**src/rtl/riscv_pkg.sv**
```systemverilog
// ---------------------------------------------------------------------------
// riscv_pkg
//   Shared types and constants for the fetch front end: data width, default
//   reset PC, the {pc,instr} buffer entry, the canonical NOP, and the fetch
//   FSM state encoding.
//   Revision: 1.0
// ---------------------------------------------------------------------------
`default_nettype none

package riscv_pkg;

  localparam int XLEN = 32;

  localparam logic [XLEN-1:0] RESET_PC_DEFAULT = 32'h0000_0000;

  // addi x0,x0,0
  localparam logic [XLEN-1:0] NOP = 32'h0000_0013;

  typedef struct packed {
    logic [XLEN-1:0] pc;
    logic [XLEN-1:0] instr;
  } fetch_entry_t;

  typedef enum logic {
    ST_BOOT  = 1'b0,
    ST_FETCH = 1'b1
  } fetch_state_e;

endpackage

`default_nettype wire

```
**src/rtl/if_fifo.sv**
```systemverilog
// ---------------------------------------------------------------------------
// if_fifo
//   Synchronous FIFO with push, pop and flush. The head entry is read
//   combinationally from storage. Flush overrides a same-cycle push/pop.
//   Simultaneous push and pop on a full FIFO is allowed (count unchanged).
//   Revision: 1.0
// ---------------------------------------------------------------------------
`default_nettype none

module if_fifo
  import riscv_pkg::*;
#(
  parameter int WIDTH = 64,
  parameter int DEPTH = 4
) (
  input  logic                     clk,
  input  logic                     rst_n,
  input  logic                     flush_i,
  input  logic                     push_i,
  input  logic [WIDTH-1:0]         push_data_i,
  input  logic                     pop_i,
  output logic [WIDTH-1:0]         head_o,
  output logic [$clog2(DEPTH):0]   count_o
);

  localparam int AW = $clog2(DEPTH);

  logic [WIDTH-1:0] mem_q [DEPTH];
  logic [AW-1:0]    wr_ptr_q, wr_ptr_d;
  logic [AW-1:0]    rd_ptr_q, rd_ptr_d;
  logic [AW:0]      count_q, count_d;

  // Pointer and occupancy next-state; flush discards everything in flight.
  always_comb begin
    wr_ptr_d = wr_ptr_q;
    rd_ptr_d = rd_ptr_q;
    count_d  = count_q;
    if (flush_i) begin
      wr_ptr_d = '0;
      rd_ptr_d = '0;
      count_d  = '0;
    end else begin
      if (push_i) wr_ptr_d = wr_ptr_q + 1'b1;
      if (pop_i)  rd_ptr_d = rd_ptr_q + 1'b1;
      count_d = count_q + (AW+1)'(push_i) - (AW+1)'(pop_i);
    end
  end

  // Pointer/count registers.
  always_ff @(posedge clk or negedge rst_n) begin
    if (!rst_n) begin
      wr_ptr_q <= '0;
      rd_ptr_q <= '0;
      count_q  <= '0;
    end else begin
      wr_ptr_q <= wr_ptr_d;
      rd_ptr_q <= rd_ptr_d;
      count_q  <= count_d;
    end
  end

  // Storage write; contents need no reset because the head is qualified by count.
  always_ff @(posedge clk) begin
    if (push_i && !flush_i) mem_q[wr_ptr_q] <= push_data_i;
  end

  assign head_o  = mem_q[rd_ptr_q];
  assign count_o = count_q;

endmodule

`default_nettype wire

```
**src/rtl/if_fetch_unit.sv**
```systemverilog
// ---------------------------------------------------------------------------
// if_fetch_unit
//   Instruction-fetch front end: sequential PC generation, credit-limited
//   requests to instruction memory, a PC queue for in-flight requests, an
//   instruction buffer toward decode, and redirect flushing with a drop
//   counter for stale responses.
//   Optional: define IF_FETCH_CNT_EN to add fetch_cnt / flush_cnt outputs.
//   Revision: 1.0
// ---------------------------------------------------------------------------
`default_nettype none

module if_fetch_unit
  import riscv_pkg::*;
#(
  parameter int              XLEN       = 32,
  parameter logic [XLEN-1:0] RESET_PC   = RESET_PC_DEFAULT,
  parameter int              FIFO_DEPTH = 4
) (
  input  logic            clk,
  input  logic            rst,
  output logic            imem_req_valid,
  input  logic            imem_req_ready,
  output logic [XLEN-1:0] imem_req_addr,
  input  logic            imem_rsp_valid,
  input  logic [XLEN-1:0] imem_rsp_data,
  input  logic            redirect_valid,
  input  logic [XLEN-1:0] redirect_pc,
  output logic            id_valid,
  input  logic            id_ready,
  output logic [XLEN-1:0] id_pc,
  output logic [XLEN-1:0] id_instr
`ifdef IF_FETCH_CNT_EN
  ,
  output logic [31:0]     fetch_cnt,
  output logic [31:0]     flush_cnt
`endif
);

  localparam int          CW           = $clog2(FIFO_DEPTH) + 1;
  localparam logic [CW:0] CREDIT_LIMIT = (CW+1)'(FIFO_DEPTH);

  fetch_state_e      state_q, state_d;
  logic [XLEN-1:0]   pc_q, pc_d;
  logic [CW-1:0]     drop_q, drop_d;

  logic [CW-1:0]     ibuf_count;
  logic [CW-1:0]     pcq_count;
  logic [CW-1:0]     outstanding;
  logic [2*XLEN-1:0] ibuf_head;
  logic [XLEN-1:0]   pcq_head;
  logic              accept;
  logic              rsp_fire;
  logic              rsp_keep;
  logic              ibuf_pop;
  logic              unused_redirect_lsb;

  // Every in-flight request is either still owed a buffer slot (PC queue) or
  // is stale and will be discarded (drop), so the sum is the outstanding count.
  assign outstanding = drop_q + pcq_count;

  // Credit rule: never request more than the buffer can absorb.
  assign imem_req_valid = (state_q == ST_FETCH) &&
                          (({1'b0, ibuf_count} + {1'b0, outstanding}) < CREDIT_LIMIT);
  assign imem_req_addr  = pc_q;

  assign accept   = imem_req_valid & imem_req_ready;
  // Responses with nothing outstanding (e.g. late ones after reset) are ignored.
  assign rsp_fire = imem_rsp_valid & (outstanding != '0);
  assign rsp_keep = rsp_fire & (drop_q == '0);

  assign id_valid = (ibuf_count != '0);
  assign ibuf_pop = id_valid & id_ready;
  assign id_pc    = id_valid ? ibuf_head[2*XLEN-1:XLEN] : '0;
  assign id_instr = id_valid ? ibuf_head[XLEN-1:0]      : '0;

  // Fetch addresses are always word aligned.
  assign unused_redirect_lsb = ^redirect_pc[1:0];

  // Boot lasts exactly one cycle after reset release, then fetch forever.
  always_comb begin
    state_d = state_q;
    case (state_q)
      ST_BOOT:  state_d = ST_FETCH;
      ST_FETCH: state_d = ST_FETCH;
    endcase
  end

  // PC and drop-counter next state; redirect has highest priority.
  always_comb begin
    pc_d   = pc_q;
    drop_d = drop_q;
    if (redirect_valid) begin
      pc_d   = {redirect_pc[XLEN-1:2], 2'b00};
      drop_d = outstanding + CW'(accept) - CW'(rsp_fire);
    end else begin
      if (accept) pc_d = pc_q + XLEN'(4);
      if (rsp_fire && (drop_q != '0)) drop_d = drop_q - 1'b1;
    end
  end

  // State, PC and drop registers.
  always_ff @(posedge clk or negedge rst) begin
    if (!rst) begin
      state_q <= ST_BOOT;
      pc_q    <= RESET_PC;
      drop_q  <= '0;
    end else begin
      state_q <= state_d;
      pc_q    <= pc_d;
      drop_q  <= drop_d;
    end
  end

  // PC of each live request, in issue order.
  if_fifo #(
    .WIDTH (XLEN),
    .DEPTH (FIFO_DEPTH)
  ) u_pc_queue (
    .clk         (clk),
    .rst_n       (rst),
    .flush_i     (redirect_valid),
    .push_i      (accept),
    .push_data_i (pc_q),
    .pop_i       (rsp_keep),
    .head_o      (pcq_head),
    .count_o     (pcq_count)
  );

  // {pc,instr} entries waiting for decode.
  if_fifo #(
    .WIDTH (2*XLEN),
    .DEPTH (FIFO_DEPTH)
  ) u_instr_buf (
    .clk         (clk),
    .rst_n       (rst),
    .flush_i     (redirect_valid),
    .push_i      (rsp_keep),
    .push_data_i ({pcq_head, imem_rsp_data}),
    .pop_i       (ibuf_pop),
    .head_o      (ibuf_head),
    .count_o     (ibuf_count)
  );

`ifdef IF_FETCH_CNT_EN
  logic [31:0] fetch_cnt_q;
  logic [31:0] flush_cnt_q;

  // Delivered-instruction and redirect counters, free-running with wrap.
  always_ff @(posedge clk or negedge rst) begin
    if (!rst) begin
      fetch_cnt_q <= '0;
      flush_cnt_q <= '0;
    end else begin
      if (ibuf_pop)       fetch_cnt_q <= fetch_cnt_q + 32'd1;
      if (redirect_valid) flush_cnt_q <= flush_cnt_q + 32'd1;
    end
  end

  assign fetch_cnt = fetch_cnt_q;
  assign flush_cnt = flush_cnt_q;
`endif

endmodule

`default_nettype wire

```
**config.mk**
```make
export PLATFORM = sky130hd
export DESIGN_NAME = if_fetch_unit
export DESIGN_NICKNAME = d
export VERILOG_FILES = /design/src/rtl/riscv_pkg.sv /design/src/rtl/if_fifo.sv /design/src/rtl/if_fetch_unit.sv
export SDC_FILE = /design/constraint.sdc
export NUM_CORES = 1
export LEC_CHECK = 0
export BUFFER_PORTS_ARGS = -buffer_cell sky130_fd_sc_hd__buf_2
export CORE_ASPECT_RATIO = 0.75
export CORE_MARGIN = 4
export CORE_UTILIZATION = 29
export CTS_CLUSTER_SIZE = 20
export DETAILED_ROUTE_END_ITERATION = 16
export GPL_ROUTABILITY_DRIVEN = 0
export PLACE_DENSITY = 0.53
export SLEW_MARGIN = 20
export SYNTH_ARGS = -nofsm -noshare
export SYNTH_HDL_FRONTEND = slang
export SYNTH_SLANG_ARGS = --single-unit
```
**constraint.sdc**
```tcl
create_clock -name clk -period 11.6 [get_ports clk]
set_input_delay 3.48 -clock clk [delete_from_list [all_inputs] [get_ports clk]]
set_output_delay 3.48 -clock clk [all_outputs]
set_load 0.1 [all_outputs]
```
==> impl_metrics.ini <==
[layout]
nNetsFinal = 1168
nFillCells = 5536
final_common_cell = edfxtp_1
drive_gt1_frac = 0.320
fin_util = 0.348
areaGrowthSynthToFinish_pct = 18.8
mostFrequentLayoutCells = edfxtp_1 (368), buf_2 (161), mux4_2 (92)

[die]
die-area_mm2 = 0.0620
die-width_um = 286
ios = 168
fp-row-count = 76
die_h_um = 217
design.core.area_mm2 = 0.0574
start_util = 0.293

[critical_path]
crit_type = flop to primary output
worstPathRequired_ps = 8120
end_kind = primary output
reg2reg_slack_ps = 6820
crit_family = buffers and inverters
worstSetupStartpoint = u_instr_buf.rd_ptr_q[0]
rr_worst_depth = 10
start_kind = flop
r2r-end = u_pc_queue.mem_q[0][2]
cp.depth = 4
r2r_start = drop_q[0]
cp_data_arrival_time_ps = 3290
slowest_stage = buf_4
cp_slowest_stage_delay_ps = 810
crit_path_end = id_pc[15]
path_cells = buf_4 > mux4_2 > and2_1 > buf_2
path_buf_inv = 2
crit_fanout = 41

[global_route]
grt_pass1_vias = 9280
track_usage = 0.123
grt_first_pass_wirelength_mm = 58.4
grt_max_degree = 66
gr-total-overflow = 0
grt_antenna_before_repair = 1

[timing]
relSlewSlack = 0.313
worst_pin_slew_ps = 1030
post-route-min-period_ps = 6770
slew_viol_final = 0
rsz0062_at_grt = false
fin_setup_tns_ps = 0
setup_viol = 0
fin_crit_sh = 0.584
skew_ps = 15.9
hold_ws_ps = 595
fin_ws_ps = 4830
finalHoldViolCount = 0
fmax_mhz = 148

[placement]
hpwl_mm = 22.5
portBuffers = 161
place_ws_ps = 5250

[power_and_ir_drop]
pwr-share-clk = 0.274
p_per_area_mw_per_mm2 = 260
internal_power_mw = 3.06
p_sw_mw = 2.13
seq_power_share = 0.356
combPwrFrac = 0.371
swShare = 0.410
ir_worst_vdd_v = 0.000172
p_leak_nw = 6.74

[route]
postRouteAntennaNets = 0
drt-vias-per-instance = 4.63
dr.pass1.iters = 5
route.final.wire_length_mm = 38.1
post-route-drc-count = 0
first_iter_violations = 675
post_drt_wl_per_cell_um = 20.1
num_vias = 8763

[clocking]
clockRootBuffer = clkbuf_16
cts_resized = 0
insertion_delay_ps = 560
h-tree-depth = 2
path_clk_slew_ps = 60
cts_buffers = 44
hold_buffers = 0
cts_tree = yes
cts_max_path_buffers = 3
cts.sinks = 416
post_cts_buffers = 0

[synthesis]
synth_area_mm2 = 0.0168
synth-edff-count = 368
synth_cell_type_count = 54
ys_seq_area_frac = 0.728
yosysWarnings = 0
ys.flop_type = edfxtp_1
synth_top_cell_area_share = 0.657
syn_inst = 895
yosys-top-cells-area = edfxtp_1 (66%), mux4_2 (12%), dfrtp_1 (7.1%), and2_1 (2.4%), ha_1 (1.5%)
syn_avg_cell_area_um2 = 18.8
ys_ff_latch = 416
synth_largest_area_cell = edfxtp_1
synth-async-reset-ratio = 0.115

[flow_run]
cap_violations = 0

[hold_path]
hp-class = flop to flop

[outcome]
status = finished clean
==> state kept, by name, summed over array words and instances (netlist names) <==
signal,flops
u_instr_buf.mem_q,248
u_pc_queue.mem_q,120
imem_req_addr,30
drop_q,3
u_instr_buf.count_o,3
u_pc_queue.count_o,3
u_instr_buf.rd_ptr_q,2
u_instr_buf.wr_ptr_q,2
u_pc_queue.rd_ptr_q,2
u_pc_queue.wr_ptr_q,2
state_q,1
==> final cells by class <==
cell class / count / area (um^2) / area share
diodes: 1 / 2.50 / 0.000125
flip-flops and latches: 416 / 12300 / 0.613
clock buffers: 52 / 1150 / 0.0576
repair buffers: 177 / 926 / 0.0463
multi-input cells: 410 / 4280 / 0.214
well taps: 780 / 976 / 0.0488
inverters: 25 / 93.8 / 0.00469
clock inverters: 30 / 302 / 0.0151
==> cells in the mapped netlist, types with 5 or more instances <==
| cell type | n |
|---|---|
| edfxtp_1 | 368 |
| mux4_2 | 92 |
| and2_1 | 64 |
| dfrtp_1 | 48 |
| nor2_1 | 31 |
| inv_1 | 24 |
| clkbuf_1 | 23 |
| a31oi_1 | 20 |
| ha_1 | 20 |
| nand2_1 | 18 |
| o21ai_0 | 18 |
| or4_1 | 15 |
| o31ai_1 | 14 |
| nand3_1 | 13 |
| buf_2 | 11 |
| and3_1 | 10 |
| nand4_1 | 10 |
| or3_1 | 10 |
| xnor2_1 | 10 |
| xor2_1 | 8 |
| nor2b_1 | 7 |
| mux2i_1 | 6 |
| buf_1 | 5 |
==> per-layer routing <==
layer  vias to the layer above  wire length [um]  track usage
met5                         -                 0            0
met4                         0               699       0.0311
met3                        53              2090       0.0279
met2                       222             17000        0.187
met1                      4569             18400        0.179
li1                       3919                 -            -
==> worst register-to-register path, delay by kind of cell (launching register included) <==
kind,cells,cell delay [ps]
buf+inv,3,860
flops,1,360
fa+ha+maj,3,850
xor+xnor,1,340
simple gates,3,2050
==> worst min path at each step <==
| stage | startpoint | end | slack, ps | depth (start not counted) |
|---|---|---|---|---|
| 6_report | u_instr_buf.wr_ptr_q[1] | u_instr_buf.wr_ptr_q[1] | 590 | 2 |
| 2_1_floorplan | u_instr_buf.wr_ptr_q[1] | u_instr_buf.wr_ptr_q[1] | 540 | 2 |
| 3_5_place_dp | u_instr_buf.wr_ptr_q[1] | u_instr_buf.wr_ptr_q[1] | 580 | 2 |
| 4_1_cts | u_instr_buf.wr_ptr_q[1] | u_instr_buf.wr_ptr_q[1] | 590 | 2 |
| 3_3_place_gp | u_instr_buf.wr_ptr_q[1] | u_instr_buf.wr_ptr_q[1] | 560 | 2 |
| 5_1_grt | u_instr_buf.wr_ptr_q[1] | u_instr_buf.wr_ptr_q[1] | 610 | 2 |
==> kinds of logic after synthesis <==
family,after synthesis,share of synthesized area
buf+inv,72,0.0198
mux,99,0.127
fa+ha+maj,24,0.0196
xor+xnor,19,0.0107
other cells,2,0.000446
flops,416,0.728
simple gates,198,0.0692
compound gates,65,0.0248
==> through the flow <==
stage               area [um^2]  total power, mW  instances
floorplan                 16800             3.44        898
global route              20000             5.44       1890
CTS                       20000             5.28       1890
global placement          18500             3.83       1808
finish                    20000             5.19       1891
detailed placement        18500             3.84       1808
==> power groups by stage <==
stage                     clock (mW)  sequential [mW]  combinational, mW
after global routing            1.53             1.86               2.05
after CTS                       1.47             1.85               1.96
after floorplan                    0             1.91               1.53
final                           1.42             1.85               1.92
after detailed placement           0             1.88               1.96
after global placement             0             1.88               1.95
Power figures use the tool's default switching activity.
